`src/rtl/adder_pkg.sv`:
```
// Constants shared by the adder result collector: data width default,
// control-tag width, flag bit positions and the stored entry width.
package adder_pkg;

    localparam int WIDTH_DEF = 32;
    localparam int CTRL_W    = 5;
    localparam int FLAG_W    = 4;

    // Flag bit positions inside the 4-bit {C,V,N,Z} flag word
    localparam int FLAG_C = 3;
    localparam int FLAG_V = 2;
    localparam int FLAG_N = 1;
    localparam int FLAG_Z = 0;

    localparam int ENTRY_W_DEF = WIDTH_DEF + FLAG_W + CTRL_W;

    // Width of one stored result {sum, flags, ctrl} for a given sum width
    function automatic int entry_w(input int width);
        return width + FLAG_W + CTRL_W;
    endfunction

endpackage

```
`src/rtl/adder_result_collector_if.sv`:
```
// Result stream interface between the collector and its consumer.
// Handshake: a transfer happens on a rising clk edge where res_valid and
// res_ready are both 1. While res_valid=1 and res_ready=0 the producer holds
// res_data/res_flags/res_tag stable. res_ready while res_valid=0 is ignored.
interface adder_result_collector_if
    import adder_pkg::*;
#(
    parameter int WIDTH = WIDTH_DEF
);
    logic              res_valid;
    logic              res_ready;
    logic [WIDTH-1:0]  res_data;
    logic [FLAG_W-1:0] res_flags;
    logic [CTRL_W-1:0] res_tag;

    modport master (
        output res_valid,
        output res_data,
        output res_flags,
        output res_tag,
        input  res_ready
    );

    modport slave (
        input  res_valid,
        input  res_data,
        input  res_flags,
        input  res_tag,
        output res_ready
    );
endinterface

```
`src/rtl/adder_result_collector_sync_fifo.sv`:
```
// Show-ahead synchronous FIFO. Head data appears combinationally from
// storage and reads as zero when empty. A push is taken when not full,
// or when full with a pop in the same cycle (the freed slot is reused).
module sync_fifo #(
    parameter int W     = 8,
    parameter int DEPTH = 4
) (
    input  logic                       clk,
    input  logic                       rst,
    input  logic                       i_push,
    input  logic                       i_pop,
    input  logic [W-1:0]               i_wdata,
    output logic [W-1:0]               o_rdata,
    output logic                       o_full,
    output logic                       o_empty,
    output logic [$clog2(DEPTH):0]     o_count
);
    localparam int AW = $clog2(DEPTH);
    localparam int CW = AW + 1;

    logic [W-1:0]  r_mem [DEPTH];
    logic [AW-1:0] r_wr_ptr;
    logic [AW-1:0] r_rd_ptr;
    logic [CW-1:0] r_count;

    logic w_pop;
    logic w_push;

    assign o_full  = (r_count == CW'(DEPTH));
    assign o_empty = (r_count == '0);
    assign w_pop   = i_pop & ~o_empty;
    assign w_push  = i_push & (~o_full | w_pop);

    // Pointer and occupancy bookkeeping; pointers wrap at DEPTH (power of two)
    always_ff @(posedge clk or posedge rst) begin
        if (rst) begin
            r_wr_ptr <= '0;
            r_rd_ptr <= '0;
            r_count  <= '0;
        end else begin
            if (w_push) r_wr_ptr <= r_wr_ptr + 1'b1;
            if (w_pop)  r_rd_ptr <= r_rd_ptr + 1'b1;
            case ({w_push, w_pop})
                2'b10:   r_count <= r_count + 1'b1;
                2'b01:   r_count <= r_count - 1'b1;
                default: r_count <= r_count;
            endcase
        end
    end

    // Storage write; contents need no reset since the output is masked when empty
    always_ff @(posedge clk) begin
        if (w_push) r_mem[r_wr_ptr] <= i_wdata;
    end

    assign o_rdata = o_empty ? '0 : r_mem[r_rd_ptr];
    assign o_count = r_count;

endmodule

```
`src/rtl/adder_result_collector.sv`:
```
// Collects adder results: one capture per rising edge of out_en, computes
// {C,V,N,Z} flags, queues {sum, flags, ctrl} in a FIFO and presents the
// head on a valid/ready stream. drop_err latches if a result is lost.
module adder_result_collector
    import adder_pkg::*;
#(
    parameter int WIDTH = WIDTH_DEF,
    parameter int DEPTH = 4
) (
    input  logic                    clk,
    input  logic                    rst,
    input  logic                    out_en,
    input  logic [WIDTH-1:0]        sum,
    input  logic                    cout,
    input  logic                    a_msb,
    input  logic                    b_msb,
    input  logic [CTRL_W-1:0]       ctrl,
    output logic [$clog2(DEPTH):0]  count,
    output logic                    drop_err,
    adder_result_collector_if.master res
);
    localparam int EW = entry_w(WIDTH);

    logic              r_out_en_q;
    logic              r_drop_err;
    logic              w_capture;
    logic              w_pop;
    logic              w_full;
    logic              w_empty;
    logic              w_drop;
    logic [FLAG_W-1:0] w_flags;
    logic [EW-1:0]     w_wdata;
    logic [EW-1:0]     w_rdata;

    assign w_capture = out_en & ~r_out_en_q;

    // Flag generation from the sum and operand sign bits
    always_comb begin
        w_flags         = '0;
        w_flags[FLAG_C] = cout;
        w_flags[FLAG_V] = (a_msb == b_msb) & (sum[WIDTH-1] != a_msb);
        w_flags[FLAG_N] = sum[WIDTH-1];
        w_flags[FLAG_Z] = (sum == '0);
    end

    assign w_wdata = {sum, w_flags, ctrl};
    assign w_pop   = res.res_valid & res.res_ready;
    assign w_drop  = w_capture & w_full & ~w_pop;

    // Registered out_en for rising-edge detection; cleared so a level already
    // high when reset releases is seen as a new pulse
    always_ff @(posedge clk or posedge rst) begin
        if (rst) r_out_en_q <= 1'b0;
        else     r_out_en_q <= out_en;
    end

    // Sticky loss indicator, cleared only by reset
    always_ff @(posedge clk or posedge rst) begin
        if (rst)         r_drop_err <= 1'b0;
        else if (w_drop) r_drop_err <= 1'b1;
    end

    sync_fifo #(
        .W     (EW),
        .DEPTH (DEPTH)
    ) u_fifo (
        .clk     (clk),
        .rst     (rst),
        .i_push  (w_capture),
        .i_pop   (w_pop),
        .i_wdata (w_wdata),
        .o_rdata (w_rdata),
        .o_full  (w_full),
        .o_empty (w_empty),
        .o_count (count)
    );

    assign res.res_valid = ~w_empty;
    assign res.res_data  = w_rdata[EW-1 -: WIDTH];
    assign res.res_flags = w_rdata[CTRL_W +: FLAG_W];
    assign res.res_tag   = w_rdata[CTRL_W-1:0];
    assign drop_err      = r_drop_err;

endmodule
```
`src/flat_wrapper.sv`:
```
// flat-port wrapper written by rule: the top's interface ports become plain ports
module adder_result_collector_flat import adder_pkg::*;
#(
    parameter int WIDTH = WIDTH_DEF,
    parameter int DEPTH = 4
)
  (clk, rst, out_en, sum, cout, a_msb, b_msb, ctrl, count, drop_err, res_res_valid, res_res_data, res_res_flags, res_res_tag, res_res_ready);
  adder_result_collector_if #(.WIDTH(WIDTH)) res_i ();
  input  logic clk;
  input  logic rst;
  input  logic out_en;
  input  logic [WIDTH-1:0] sum;
  input  logic cout;
  input  logic a_msb;
  input  logic b_msb;
  input  logic [CTRL_W-1:0] ctrl;
  output logic [$clog2(DEPTH):0] count;
  output logic drop_err;
  output wire logic [$bits(res_i.res_valid)-1:0] res_res_valid;
  output wire logic [$bits(res_i.res_data)-1:0] res_res_data;
  output wire logic [$bits(res_i.res_flags)-1:0] res_res_flags;
  output wire logic [$bits(res_i.res_tag)-1:0] res_res_tag;
  input wire logic [$bits(res_i.res_ready)-1:0] res_res_ready;
  assign res_res_valid = res_i.res_valid;
  assign res_res_data = res_i.res_data;
  assign res_res_flags = res_i.res_flags;
  assign res_res_tag = res_i.res_tag;
  assign res_i.res_ready = res_res_ready;
  adder_result_collector #(.WIDTH(WIDTH), .DEPTH(DEPTH)) u_core (.clk(clk), .rst(rst), .out_en(out_en), .sum(sum), .cout(cout), .a_msb(a_msb), .b_msb(b_msb), .ctrl(ctrl), .count(count), .drop_err(drop_err), .res(res_i));
endmodule
```
`config.mk`:
```
export PLATFORM = sky130hd
export DESIGN_NAME = adder_result_collector_flat
export DESIGN_NICKNAME = d
export VERILOG_FILES = /design/src/rtl/adder_pkg.sv /design/src/rtl/adder_result_collector_if.sv /design/src/rtl/adder_result_collector_sync_fifo.sv /design/src/rtl/adder_result_collector.sv /design/src/flat_wrapper.sv
export SDC_FILE = /design/constraint.sdc
export NUM_CORES = 1
export LEC_CHECK = 0
export ABC_AREA = 1
export CAP_MARGIN = 25
export CORE_ASPECT_RATIO = 1.5
export CORE_MARGIN = 4
export CORE_UTILIZATION = 55
export CTS_CLUSTER_DIAMETER = 60
export CTS_CLUSTER_SIZE = 10
export DETAILED_ROUTE_END_ITERATION = 10
export PLACE_DENSITY = 0.83
export SKIP_LAST_GASP = 1
export SYNTH_ARGS = -nofsm -noshare
export SYNTH_HDL_FRONTEND = slang
export SYNTH_SLANG_ARGS = --single-unit
```
`constraint.sdc`:
```
create_clock -name clk -period 4.13 [get_ports clk]
set_input_delay 0.413 -clock clk [delete_from_list [all_inputs] [get_ports clk]]
set_output_delay 0.413 -clock clk [all_outputs]
set_load 0.1 [all_outputs]
```
==> results.json, run 1 <==
{
  "gp_congestion": 0.829,
  "worst_slew_pin_slew_ns": 0.995,
  "layout_common_cells": "nor2_1 (177), edfxtp_1 (160), o21ai_0 (68)",
  "r2r-start": "u_core.r_out_en_q$_DFF_PP0_",
  "io_pins": 90,
  "drv_slew": 0,
  "rsz0062_at_grt": "false",
  "setup_tns_ns": 0,
  "initial_core_util_pct": 56.3,
  "final_nets": 690,
  "grt_pass1_vias": 4768,
  "crit_fanout": 60,
  "reg2reg_to": "u_core.u_fifo.r_mem[3][13]$_DFFE_PP_",
  "grt_usage_pct": 23.4,
  "wl_per_cell_microns": 20.2,
  "drive_above_1_share_pct": 13.6,
  "end_kind": "primary output",
  "dieArea_sq_um": 14200,
  "synth_cells": 554,
  "diodes": 0,
  "via_per_inst": 5.77,
  "synth.avg_cell_area_sq_um": 12.3,
  "hold_path.class": "in -> async",
  "chipHeight_microns": 144,
  "antenna_found_initial": 0,
  "clock_latency_ns": 0.42,
  "critPathLaunchType": "flop",
  "worstPathArrival_ns": 2.52,
  "first_iter_violations": 449,
  "clk_pin_slew_ns": 0.06,
  "synth-edff-count": 160,
  "synth_seq_cells": 169,
  "r2r_cells": 4,
  "fmax_mhz": 341,
  "cts_root_buf": "clkbuf_16",
  "route.detailed.drc": 0,
  "cts_tree": "done",
  "grt-ovfl-total": 0,
  "cts_setup_buffers": 0,
  "grt_max_degree": 82,
  "grt_pass1_wl_microns": 24900,
  "numCtsBuffers": 17,
  "ys.flop_type": "edfxtp_1",
  "syn_area_sq_um": 6800,
  "area.growth.synth_to_final_pct": 31.1,
  "core_sq_um": 12100,
  "dp_hpwl_microns": 10100,
  "period_share_pct": 71.0,
  "vias": 4658,
  "slew_headroom_pct": 33.4,
  "period_minus_slack_ns": 2.93,
  "clockBufferDepth": 2,
  "htreeDepth": 4,
  "synth.distinct_cells": 25,
  "drt_first_pass_iters": 6,
  "rrSetupSlack_ns": 1.68,
  "wl_microns": 16300,
  "rows": 49,
  "io_buffers": 89,
  "outcome": "completed",
  "ant_nets": 0,
  "final_common_cell": "nor2_1",
  "yosysSeqAreaShare_pct": 74.0,
  "cts-resized-gates": 0,
  "nFillCells": 697,
  "hold_buffers": 0,
  "hold_viol": 0,
  "synth-async-reset-ratio_pct": 5.33,
  "finClkSkew_ns": 0.00983,
  "ys.warnings.count": 0,
  "path_class": "reg -> out",
  "syn_nets": 603,
  "die-width_microns": 98.8,
  "clock-sinks": 169,
  "cp.required_ns": 3.72,
  "maxCapViolCount": 0,
  "setup_viol": 0
}
==> critical path, stage by stage, from the launching register on <==
cell	delay [ns]
dfrtp_2	0.41
inv_2	0.64
buf_4	0.37
o21ai_0	0.15
a21oi_2	0.28
buf_12	0.21
==> through the flow <==
stage,instances,setup WS (ns),util [%],hold WS (ns),instance area [sq um]
2_1_floorplan,554,0.312,-,0.241,6800
3_3_place_gp,773,1.29,68.1,0.462,8220
3_5_place_dp,774,1.12,68.3,0.467,8250
4_1_cts,806,1.08,73.6,0.259,8890
5_1_grt,807,1.02,73.8,0.282,8920
6_report,807,1.20,73.8,0.253,8920
==> synth_stat cells (2+ instances only) <==
| library cell | n | share of area [%] |
|---|---|---|
| o21ai_1 | 12 | 0.88 |
| clkbuf_2 | 8 | 0.59 |
| nor4_1 | 4 | 0.37 |
| buf_4 | 6 | 0.66 |
| nand3b_1 | 2 | 0.22 |
| clkbuf_1 | 3 | 0.17 |
| nand2_2 | 3 | 0.28 |
| edfxtp_1 | 160 | 71 |
| a21oi_1 | 44 | 3.2 |
| o21ai_0 | 68 | 5.0 |
| buf_2 | 14 | 1.0 |
| nor2_1 | 181 | 10 |
| xor2_1 | 3 | 0.39 |
| nand4_1 | 2 | 0.18 |
| ha_1 | 4 | 0.74 |
| dfrtp_1 | 9 | 3.3 |
| nand2_1 | 8 | 0.44 |
| inv_1 | 16 | 0.88 |
==> state kept, by name, summed over array words and instances, names as in the netlist <==
signal                  count
u_core.drop_err             1
u_core.r_out_en_q           1
u_core.u_fifo.r_wr_ptr      2
u_core.u_fifo.r_rd_ptr      2
u_core.u_fifo.r_mem       160
u_core.u_fifo.o_count       3
==> how the worst max path moves through the flow <==
stage | from | endpoint | slack [ns] | cells after the start
6_report | u_core.u_fifo.r_rd_ptr[0]$_DFFE_PP0P_ | res_res_data[31] | 1.20 | 5
5_1_grt | u_core.u_fifo.r_rd_ptr[0]$_DFFE_PP0P_ | res_res_data[0] | 1.02 | 5
4_1_cts | u_core.u_fifo.o_count[0]$_DFFE_PP0P_ | res_res_data[24] | 1.08 | 6
3_5_place_dp | out_en | u_core.u_fifo.r_mem[3][0]$_DFFE_PP_ | 1.12 | 6
3_3_place_gp | out_en | u_core.u_fifo.r_mem[3][0]$_DFFE_PP_ | 1.29 | 6
2_1_floorplan | u_core.u_fifo.o_count[2]$_DFFE_PP0P_ | res_res_data[0] | 0.31 | 5
==> kinds of logic (layout without fill, tap and decap cells) <==
logic type / after synthesis / in the layout / share of synthesized area [%]
AOI/OAI and AO/OA: 125 / 125 / 9.26
and+or+nand+nor: 204 / 204 / 12.0
xor gates and xnor gates: 3 / 3 / 0.387
DFF: 169 / 169 / 74.0
buffers and inverters: 48 / 148 / 3.39
adders and majority gates: 5 / 5 / 1.03
==> layout make-up <==
class | instances | area, sq um | share of cell area (%)
inverters | 17 | 63.8 | 0.716
clock inverters | 11 | 200 | 2.25
clock buffers | 21 | 440 | 4.94
flip-flops and latches | 169 | 5030 | 56.4
multi-input cells | 337 | 1570 | 17.6
repair buffers | 99 | 1420 | 15.9
well taps | 153 | 191 | 2.15
==> layer usage <==
layer	share of wire [%]	vias to the layer above	routed length (microns)	GRT usage, %
met1	35	2276	5660	24.9
met2	56	220	9160	43.1
met4	3.7	0	608	12.4
li1	-	2116	-	-
met5	0	-	0	0
met3	5.4	46	889	4.83
Power of run 1 is not shown: default switching activity piles up to over one toggle a cycle in this logic, so the estimate is an artifact.
==> run 2: changes to the inputs <==
Clock period 4.13 ns to 2.75 ns, I/O delays scaled along.
==> results.json, run 2 (synthesis results as in run 1) <==
{
  "setup_viol": 0,
  "path_class": "reg -> out",
  "setup_tns_ns": 0,
  "timing.critical_path.max_delay_family": "buffers and inverters",
  "initial_core_util_pct": 56.3,
  "grt_usage_pct": 22.5,
  "setup_ws_ns": 0.256,
  "route.detailed.drc": 0,
  "maxCapViolCount": 0,
  "top_register": "u_core.u_fifo.r_mem",
  "numCtsBuffers": 17,
  "drt_first_pass_iters": 5,
  "cts_root_buf": "clkbuf_16",
  "ant_nets": 0,
  "io_buffers": 89,
  "via_per_inst": 5.74,
  "cp_num_buf_inv": 3,
  "worst_slew_pin_slew_ns": 0.589,
  "final_common_cell": "nor2_1",
  "hold_viol": 0,
  "slew_headroom_pct": 60.7,
  "first_iter_violations": 332,
  "register_area_sq_um": 5030,
  "grt_pass1_wl_microns": 24300,
  "grt-ovfl-total": 0,
  "period_minus_slack_ns": 2.49,
  "clockBufferDepth": 2,
  "period_share_pct": 90.7,
  "cpMaxStageDelayCell": "dfrtp_1",
  "hold_path.class": "in -> async",
  "cts_tree": "done",
  "final_nets": 691,
  "critPathMaxStageDelay_ns": 0.40,
  "gp_congestion": 0.858,
  "multi_input_area_sq_um": 1730,
  "largest_reg_flops": 160,
  "critPathLaunchType": "flop",
  "diodes": 0,
  "outcome": "completed",
  "wl_per_cell_microns": 19.5,
  "dp_hpwl_microns": 9620,
  "vias": 4641,
  "layout_common_cells": "nor2_1 (177), edfxtp_1 (160), o21ai_0 (68)",
  "rows": 49,
  "dieArea_sq_um": 14200,
  "chipHeight_microns": 144,
  "fmax_mhz": 401,
  "die-width_microns": 98.8,
  "rsz0062_at_grt": "false",
  "end_kind": "primary output",
  "cts_setup_buffers": 0,
  "pre_cts_ws_ns": 0.467,
  "finClkSkew_ns": 0.0139,
  "cp.required_ns": 2.48,
  "grt_max_degree": 82,
  "htreeDepth": 4,
  "path_cells": "inv_1 -> buf_4 -> nor2_1 -> o21ai_0 -> a21oi_2 -> buf_12",
  "drv_slew": 0,
  "antenna_found_initial": 0,
  "clock-sinks": 169,
  "nFillCells": 692,
  "drive_above_1_share_pct": 21.8,
  "wl_microns": 15800,
  "grt_pass1_vias": 4721,
  "clock_latency_ns": 0.43,
  "crit_fanout": 26,
  "clk_pin_slew_ns": 0.06,
  "area.growth.synth_to_final_pct": 32.7,
  "io_pins": 90,
  "worstPathArrival_ns": 2.22,
  "core_sq_um": 12100
}
run 2: changes by cell type in the layout (fill, tap and decap cells not counted), sizes merged:
cell           change
clkinv             +1
inv                +2
clkdlybuf4s50      -5
bufinv             -4
buf                +6
clkbuf             -3
clkinvlp           +4
run 2: final timing paths:
path / start / to / slack, ns / cells after the start
worst min register to register: u_core.drop_err$_DFFE_PP0P_ / u_core.drop_err$_DFFE_PP0P_ / 0.52 / 1
worst max-delay path: u_core.u_fifo.r_rd_ptr[1]$_DFFE_PP0P_ / res_res_data[14] / 0.26 / 6
worst max register to register: u_core.u_fifo.o_count[2]$_DFFE_PP0P_ / u_core.u_fifo.r_mem[3][22]$_DFFE_PP_ / 0.82 / 6
worst min-delay path: rst / u_core.u_fifo.o_count[1]$_DFFE_PP0P_ / 0.14 / 2
min in group clk: out_en / u_core.r_out_en_q$_DFF_PP0_ / 0.33 / 1
max in group asynchronous: rst / u_core.u_fifo.o_count[2]$_DFFE_PP0P_ / 2.29 / 2
run 2: timing repair:
action                                  CTS  global route
resized for setup                         0             1
endpoints found under the setup margin    0             2
hold buffers                              0             0
run 2: layer usage:
metal	routed length (microns)	global-route usage, %	vias to the layer above	part of all wire, %
li1	-	-	2124	-
met1	5620	24.8	2295	36
met2	8910	42.1	187	56
met3	818	3.86	35	5.2
met4	429	10.1	0	2.7
met5	0	0	-	0
run 2: cell type report:
class                      count  area share, %
inverter                      17          0.707
sequential                   169           55.8
clock buffer                  18           4.76
timing repair buffer         100           15.8
tap                          153           2.12
clock inverter                14           1.65
multi-input combinational    337           19.2
run 2: worst register-to-register path: stages, from the launching register on:
cell	delay (ns)
dfrtp_2	0.41
inv_1	0.14
nor2_1	0.08
nand2_1	0.11
nand2_1	0.31
nor2_4	0.22
buf_4	0.33
run 2: metrics by stage:
step / hold slack (ns) / utilization, % / instances / area [sq um]
floorplan: 0.103 / - / 554 / 6980
global placement: 0.465 / 69.9 / 776 / 8440
detailed placement: 0.502 / 69.9 / 776 / 8440
CTS: 0.140 / 74.7 / 808 / 9020
global route: 0.173 / 74.7 / 808 / 9020
finish: 0.142 / 74.7 / 808 / 9020
Power of run 2 is left out for the same reason.
==> run 3: changes to the inputs <==
Settings changed: ABC_AREA 1 to not set.
==> results.json, run 3 <==
{
  "outcome": "completed",
  "syn_nets": 377,
  "rows": 49,
  "r2r-start": "u_core.u_fifo.o_count[1]$_DFFE_PP0P_",
  "cts-resized-gates": 0,
  "critical_path_depth": 4,
  "end_kind": "primary output",
  "synth_top_area_cell": "edfxtp_1",
  "synth.most_common_cell": "edfxtp_1",
  "rsz0062_at_grt": "false",
  "timing.critical_path.max_delay_family": "flip-flops",
  "synth_top_area_share_pct": 71.3,
  "crit_fanout": 19,
  "ant_nets": 0,
  "diodes": 0,
  "antenna_found_initial": 0,
  "cp.required_ns": 2.48,
  "synth_cells": 328,
  "area.growth.synth_to_final_pct": 30.7,
  "fmax_mhz": 409,
  "worstPathArrival_ns": 2.17,
  "final_nets": 482,
  "dp_hpwl_microns": 8260,
  "period_share_pct": 89.0,
  "route.detailed.drc": 0,
  "finClkSkew_ns": 0.0107,
  "grt_pass1_wl_microns": 21300,
  "yosysSeqAreaShare_pct": 74.7,
  "cpMaxStageDelayCell": "dfrtp_2",
  "drv_slew": 0,
  "synth_common_cells": "edfxtp_1 (160), and2_1 (44), mux4_2 (38)",
  "grt_max_degree": 44,
  "critPathLaunchType": "flop",
  "via_per_inst": 5.79,
  "startpoint": "u_core.u_fifo.r_rd_ptr[1]$_DFFE_PP0P_",
  "chipHeight_microns": 144,
  "clock-sinks": 169,
  "worst_slew_pin_slew_ns": 0.532,
  "ys.flop_type": "edfxtp_1",
  "setup_tns_ns": 0,
  "cts_tree": "done",
  "gp_congestion": 0.808,
  "period_minus_slack_ns": 2.45,
  "die-width_microns": 98.4,
  "ys.warnings.count": 0,
  "clk_pin_slew_ns": 0.07,
  "r2r_cells": 5,
  "cts_setup_buffers": 0,
  "numCtsBuffers": 17,
  "setup_viol": 0,
  "layout_common_cells": "edfxtp_1 (160), buf_12 (44), clkdlybuf4s50_1 (43)",
  "cp_num_buf_inv": 2,
  "hold_path.class": "in -> async",
  "grt_pass1_vias": 3680,
  "cts_root_buf": "clkbuf_16",
  "final_common_cell": "edfxtp_1",
  "hold_viol": 0,
  "slew_headroom_pct": 64.2,
  "io_buffers": 89,
  "htreeDepth": 4,
  "drt_first_pass_iters": 4,
  "vias": 3471,
  "ys_top_cells_by_area": "edfxtp_1 (71%), mux4_2 (13%), and2_1 (4.1%)",
  "drive_above_1_share_pct": 31.2,
  "synth-edff-count": 160,
  "synth.avg_cell_area_sq_um": 20.5,
  "path_class": "reg -> out",
  "top_register": "u_core.u_fifo.r_mem",
  "hold_buffers": 0,
  "maxCapViolCount": 0,
  "first_iter_violations": 269,
  "initial_core_util_pct": 56.1,
  "largest_reg_flops": 160,
  "clockBufferDepth": 2,
  "wl_microns": 13500,
  "critPathMaxStageDelay_ns": 0.69,
  "core_sq_um": 12000,
  "path_cells": "buf_4 -> mux4_2 -> and2_1 -> buf_12",
  "grt_usage_pct": 20.5,
  "dieArea_sq_um": 14100,
  "syn_area_sq_um": 6740,
  "synth.distinct_cells": 29,
  "synth_seq_cells": 169,
  "wl_per_cell_microns": 22.6,
  "io_pins": 90,
  "grt-ovfl-total": 0,
  "synth-async-reset-ratio_pct": 5.33,
  "clock_latency_ns": 0.42
}
-- run 3: cell count changes in the layout (fill, tap and decap cells not counted), moves of 6 or more --
cell,delta
a21oi_2,-39
and2_1,+40
buf_4,+6
inv_1,-8
mux4_2,+38
nor2_1,-173
o21ai_0,-66
o21ai_1,-12
-- run 3: path summary, 6_finish.rpt --
| kind | end | slack, ns |
|---|---|---|
| hold / removal | u_core.u_fifo.o_count[1]$_DFFE_PP0P_ | 0.13 |
| setup / recovery | res_res_data[31] | 0.30 |
| setup reg to reg | u_core.u_fifo.o_count[2]$_DFFE_PP0P_ | 0.72 |
| min in group clk | u_core.r_out_en_q$_DFF_PP0_ | 0.38 |
| hold reg to reg | u_core.drop_err$_DFFE_PP0P_ | 0.50 |
| max in group asynchronous | u_core.u_fifo.o_count[0]$_DFFE_PP0P_ | 2.31 |
-- run 3: metal layers --
metal | GRT usage, % | vias to the layer above | wire length [microns]
met5 | 0 | - | 0
met4 | 8.92 | 0 | 388
met3 | 5.25 | 23 | 703
met2 | 35.1 | 111 | 7420
met1 | 24.6 | 1813 | 5010
li1 | - | 1524 | -
-- run 3: cells by family (layout without fill, tap and decap cells) --
logic type	after synthesis	in the layout	share of synthesized area (%)
simple gates	73	73	6.35
xor+xnor	5	5	0.650
buf+inv	25	143	2.66
mux	40	40	13.5
flops	169	169	74.7
compound gates	11	11	1.15
fa+ha+maj	5	5	1.04
-- run 3: stage by stage --
stage	cell area, sq um	std cells	utilization [%]	setup WS [ns]	hold WS [ns]
after CTS	8790	598	73.1	0.255	0.124
after detailed placement	8210	566	68.3	0.392	0.480
after global routing	8810	599	73.3	0.180	0.150
after global placement	8210	566	68.3	0.435	0.460
final	8810	599	73.3	0.304	0.132
after floorplan	6750	328	-	0.00824	0.103
-- run 3: cell type report --
cell class	count	area (sq um)
multi-input cells	134	1530
clock inverters	14	148
clock buffers	18	429
repair buffers	104	1440
well taps	153	191
flip-flops and latches	169	5040
inverters	7	26.3
fillers	701	3210
-- run 3: worst reg2reg max path: cells and delay by family, from the launching register on --
| family | cells | cell delay [ns] |
|---|---|---|
| AO/OA/AOI/OAI | 1 | 0.32 |
| adder cells (fa/ha/maj) | 1 | 0.43 |
| AND/OR/NAND/NOR | 3 | 0.69 |
| flip-flops | 1 | 0.47 |
Power of run 3 is left out for the same reason.
==> edit 1, RTL diff (config.mk and constraints of run 3) <==
Reset style: synchronous (`rst`), changed in 3 clocked blocks.
--- a/src/rtl/adder_result_collector_sync_fifo.sv
+++ b/src/rtl/adder_result_collector_sync_fifo.sv
@@ -34,3 +34,3 @@
     // Pointer and occupancy bookkeeping; pointers wrap at DEPTH (power of two)
-    always_ff @(posedge clk or posedge rst) begin
+    always_ff @(posedge clk) begin
         if (rst) begin
--- a/src/rtl/adder_result_collector.sv
+++ b/src/rtl/adder_result_collector.sv
@@ -51,3 +51,3 @@
     // high when reset releases is seen as a new pulse
-    always_ff @(posedge clk or posedge rst) begin
+    always_ff @(posedge clk) begin
         if (rst) r_out_en_q <= 1'b0;
@@ -57,3 +57,3 @@
     // Sticky loss indicator, cleared only by reset
-    always_ff @(posedge clk or posedge rst) begin
+    always_ff @(posedge clk) begin
         if (rst)         r_drop_err <= 1'b0;
Check against the original RTL: differs if rst is asserted again (counterexample within 4 cycles, from zero or initial values and one cycle with rst high); with rst held inactive, the same outputs for 4 cycles.
==> edit 1 against run 3 <==
Sequential cell count increased by 2; count of clock-buffer cells in the layout fell by 1; global-route usage down 0.30 points; area after synthesis rose by 1.1%; wire length shrank 2.0%; final area is 0.44% higher; worst setup slack worse by 0.067 ns; largest cell class unchanged.
==> edit 1: results <==
group,metric,value,unit
setup_path,r2r-start,"u_core.r_out_en_q",
yosys,yosysSeqAreaShare,0.738,
placement,dp_slack,0.262,ns
pwr,internal_power,5.46,mW
timing,min_period_over_period,0.914,
setup_path,critical_path_arrival,2.24,ns
pwr,peakVddDrop,0.643,mV
timing,tightest_slew,0.583,ns
yosys,syn_nets,391,
setup_path,crit_path_top_delay_cell,"dfxtp_2",
drt,wl_per_cell,21.8,µm
drt,via_per_inst,5.65,
drt,drt-initial-drc-count,282,
clock_network,cts_setup_buffers,0,
yosys,synthDistinctLibCells,36,
yosys,netlist_top_cells_count,"edfxtp_1, and2_1, mux4_2",
outcome,status,"complete, no violations",
yosys,ys.flop_type,"edfxtp_1",
setup_path,start_kind,"flip-flop",
global_routing,grt_max_degree,44,
setup_path,cp_max_fo,16,
setup_path,r2r_cells,6,
setup_path,reg2reg_to,"u_core.u_fifo.o_count[2]",
clock_network,clkLatencyLatePin,0.42,ns
cells_and_area,finalNetCount,492,
cells_and_area,diodes,0,
cells_and_area,largest_register,"u_core.u_fifo.r_mem",
timing,skew,0.00776,ns
cells_and_area,layout-drive-gt1-share,0.307,
global_routing,antenna_found_initial,0,
global_routing,gr-usage-all-layers,0.202,
cells_and_area,nFillCells,663,
clock_network,cts_htree_levels,4,
cells_and_area,largest_reg_flops,160,
yosys,synthArstFlopShare,0,
clock_network,clockBufferDepth,2,
placement,dp_hpwl,8350,µm
placement,gp_congestion,0.739,
global_routing,grt_pass1_wl,21200,µm
placement,placed_cell_area,0.00832,mm²
worst_hold_path,holdCritPathClass,"reg2reg",
setup_path,r2r_slack,0.65,ns
setup_path,endpoint,"res_res_data[2]",
placement,io_buffers,89,
global_routing,grt_pass1_vias,3744,
timing,setup_viol,0,
clock_network,cts_resized,0,
floorplanning,die_w,98.9,µm
yosys,synthTopCellsByArea,"edfxtp_1, mux4_2, and2_1, dfxtp_1, buf_6",
setup_path,max_stage_delay,0.63,ns
cells_and_area,final_util,0.732,
yosys,synth_edf_count,160,
drt,drt_pre_antenna_iters,4,
pwr,p_leak,2.92,nW
yosys,yosysWarningCount,0,
==> edit 1: cell count changes after synthesis, sizes merged, moves of 2 or more <==
| cell | change |
|---|---|
| a31oi | +2 |
| dfxtp | +11 |
| nand3 | +4 |
| xnor2 | -3 |
| buf | +4 |
| a21o | +2 |
| nor2b | +2 |
| inv | -2 |
| o221ai | -2 |
| nor2 | +7 |
| clkbuf | -3 |
| dfrtp | -9 |
| xor2 | +2 |
==> edit 1: through the flow <==
step	hold slack [ns]	std cells
global placement	0.464	577
finish	0.492	609
detailed placement	0.471	577
CTS	0.488	609
global route	0.504	609
floorplan	0.374	342
==> edit 1: layout make-up <==
class	count	area share
sequential	171	0.569
tap	153	0.0216
clock inverter	15	0.0113
timing repair buffer	101	0.166
clock buffer	17	0.0481
inverter	5	0.00212
multi-input combinational	147	0.182
==> edit 1: cells by family (layout without fill, tap and decap cells) <==
kind of cell | after synthesis | count (layout) | synth area share
simple gates | 85 | 85 | 0.0727
buf+inv | 24 | 138 | 0.0265
flops | 171 | 171 | 0.738
fa+ha+maj | 5 | 5 | 0.0103
xor+xnor | 4 | 4 | 0.00625
compound gates | 12 | 12 | 0.0129
mux | 41 | 41 | 0.134
==> edit 1: power by group through the flow <==
stage / combinational, mW / sequential [mW] / clock, mW
final: 3.62 / 3.09 / 2.10
after detailed placement: 3.64 / 3.14 / 0
after CTS: 3.65 / 3.09 / 2.14
after global routing: 3.73 / 3.11 / 2.27
after floorplan: 2.40 / 3.16 / 0
after global placement: 3.60 / 3.13 / 0
==> edit 1: worst max-delay path: cells and delay by family (launching register included) <==
kind | cells | cell delay (ns)
flops | 1 | 0.63
buf+inv | 2 | 0.42
simple gates | 1 | 0.22
mux | 1 | 0.54
==> edit 1: how the worst min path moves through the flow <==
stage / start / to / slack (ns) / cells after the start
3_5_place_dp: u_core.drop_err / u_core.drop_err / 0.47 / 2
4_1_cts: out_en / u_core.r_out_en_q / 0.49 / 2
5_1_grt: out_en / u_core.r_out_en_q / 0.50 / 2
6_report: u_core.drop_err / u_core.drop_err / 0.49 / 2
2_1_floorplan: ctrl[0] / u_core.u_fifo.r_mem[0][0] / 0.37 / 0
3_3_place_gp: u_core.drop_err / u_core.drop_err / 0.46 / 2
==> edit 1: metal layers <==
| layer | wire length, µm | global-route usage | vias to the layer above |
|---|---|---|---|
| met2 | 7580 | 0.358 | 110 |
| met3 | 634 | 0.0483 | 16 |
| li1 | - | - | 1565 |
| met4 | 260 | 0.0791 | 0 |
| met1 | 4780 | 0.237 | 1750 |
| met5 | 0 | 0 | - |
==> edit 2, RTL diff (config.mk and constraints of run 3) <==
Without the edit above. `DEPTH` is set to 4 in 3 places; all go to 2.
--- a/src/rtl/adder_result_collector_sync_fifo.sv
+++ b/src/rtl/adder_result_collector_sync_fifo.sv
@@ -5,3 +5,3 @@
     parameter int W     = 8,
-    parameter int DEPTH = 4
+    parameter int DEPTH = 2
 ) (
--- a/src/rtl/adder_result_collector.sv
+++ b/src/rtl/adder_result_collector.sv
@@ -7,3 +7,3 @@
     parameter int WIDTH = WIDTH_DEF,
-    parameter int DEPTH = 4
+    parameter int DEPTH = 2
 ) (
--- a/src/flat_wrapper.sv
+++ b/src/flat_wrapper.sv
@@ -4,3 +4,3 @@
     parameter int WIDTH = WIDTH_DEF,
-    parameter int DEPTH = 4
+    parameter int DEPTH = 2
 )
Interface: changed (resized count); port bits go from 90 to 89. The function was not compared with the original's and may differ.
==> edit 2 against run 3 <==
Wire length down 54%; sequential cell count fell by 83; worst setup slack improved by 0.21 ns; final area down 49%; hold slack better by 0.013 ns; area after synthesis fell by 50%; critical path type unchanged.
Power is left out: the tool's default activity adds up to more than one toggle a clock period on the data nets, which glitch-free logic cannot reach.
==> edit 2: results <==
group,metric,value,unit
drt,routed.top_layer,"met4",
setup_path,r2r-start,"u_core.u_fifo.o_count[0]",
global_routing,met3_usage,0.0561,
clock_network,clockBufferDepth,2,
cells_and_area,largest_register,"u_core.u_fifo.r_mem",
cells_and_area,largest_reg_flops,80,
setup_path,reg2reg_to,"u_core.u_fifo.r_mem[1][16]",
yosys,syn_nets,258,
cells_and_area,layout-drive-gt1-share,0.228,
setup_path,startpoint,"u_core.u_fifo.r_rd_ptr",
clock_network,cts_htree_levels,3,
setup_path,critPathTopFamily,"flip-flops",
yosys,synthArstFlopShare,0.0698,
clock_network,clkLatencyLatePin,0.34,ns
global_routing,grt_pass1_wl,9950,µm
yosys,synth_edf_count,80,
drt,wl_met3,319,µm
placement,placed_cell_area,0.00426,mm²
drt,wl_per_cell,16.4,µm
setup_path,max_stage_delay,0.73,ns
global_routing,grt_max_degree,41,
global_routing,use_met2,0.324,
worst_hold_path,holdCritPathClass,"in2async",
drt,dr_wl_met2,3580,µm
placement,io_buffers,88,
global_routing,grt_pass1_vias,2101,
setup_path,endpoint,"res_res_data[11]",
cells_and_area,finalNetCount,351,
yosys,muxShareOfSynthArea,0.118,
clock_network,cts_resized,0,
drt,vias,2021,
clock_network,cts_buffers,9,
yosys,netlist_top_cells_count,"edfxtp_1, nor2_1, mux2i_1, nor4_1, dfrtp_1",
drt,drt-initial-drc-count,54,
yosys,synth_xor_area_frac,0.00776,
placement,dp_hpwl,4420,µm
yosys,yosysWarningCount,0,
yosys,synth_compound_area_frac,0.0122,
placement,gp_congestion,0.795,
clock_network,ctsRootBufferMaster,"clkbuf_8",
outcome,status,"complete, no violations",
setup_path,r2r_slack,0.69,ns
yosys,synth_fa_ha_area_frac,0,
global_routing,gr-usage-all-layers,0.179,
cells_and_area,diodes,0,
drt,m1WireLength,2260,µm
yosys,yosysSeqAreaShare,0.754,
timing,skew,0.00663,ns
yosys,synthDistinctLibCells,25,
global_routing,grt_util_met1,0.188,
yosys,synthTopCellsByArea,"edfxtp_1, mux2i_1, nor2_1, dfrtp_1, nor4_1",
setup_path,critical_path_arrival,1.96,ns
timing,tightest_slew,0.936,ns
setup_path,r2r_cells,3,
global_routing,antenna_found_initial,0,
## edit 2: stage by stage
step           TNS, ns  setup WS (ns)  hold WS, ns  cells
2_1_floorplan    -8.45         -0.229       0.0660    214
3_3_place_gp         0          0.411        0.460    368
3_5_place_dp         0          0.353        0.458    368
4_1_cts              0          0.480        0.140    383
5_1_grt              0          0.362        0.155    383
6_report             0          0.516        0.146    383
## edit 2: cells by family after synthesis
group,count (synthesis)
compound gates,6
xor+xnor,3
buf+inv,13
flops,86
mux,40
simple gates,66
## edit 2: worst register-to-register path, cell delays in order (launching register included)
cell and delay (ns):
dfrtp_1 0.47, nor3b_1 0.53, nor2_1 0.15, and2_2 0.53
## edit 2: area by class of cell
cell class,count,area [µm²]
clock inverter,5,98.8
timing repair buffer,92,811
clock buffer,10,128
fill,358,1390
sequential,86,2550
multi-input combinational,115,790
inverter,3,11.3
tap,72,90.1
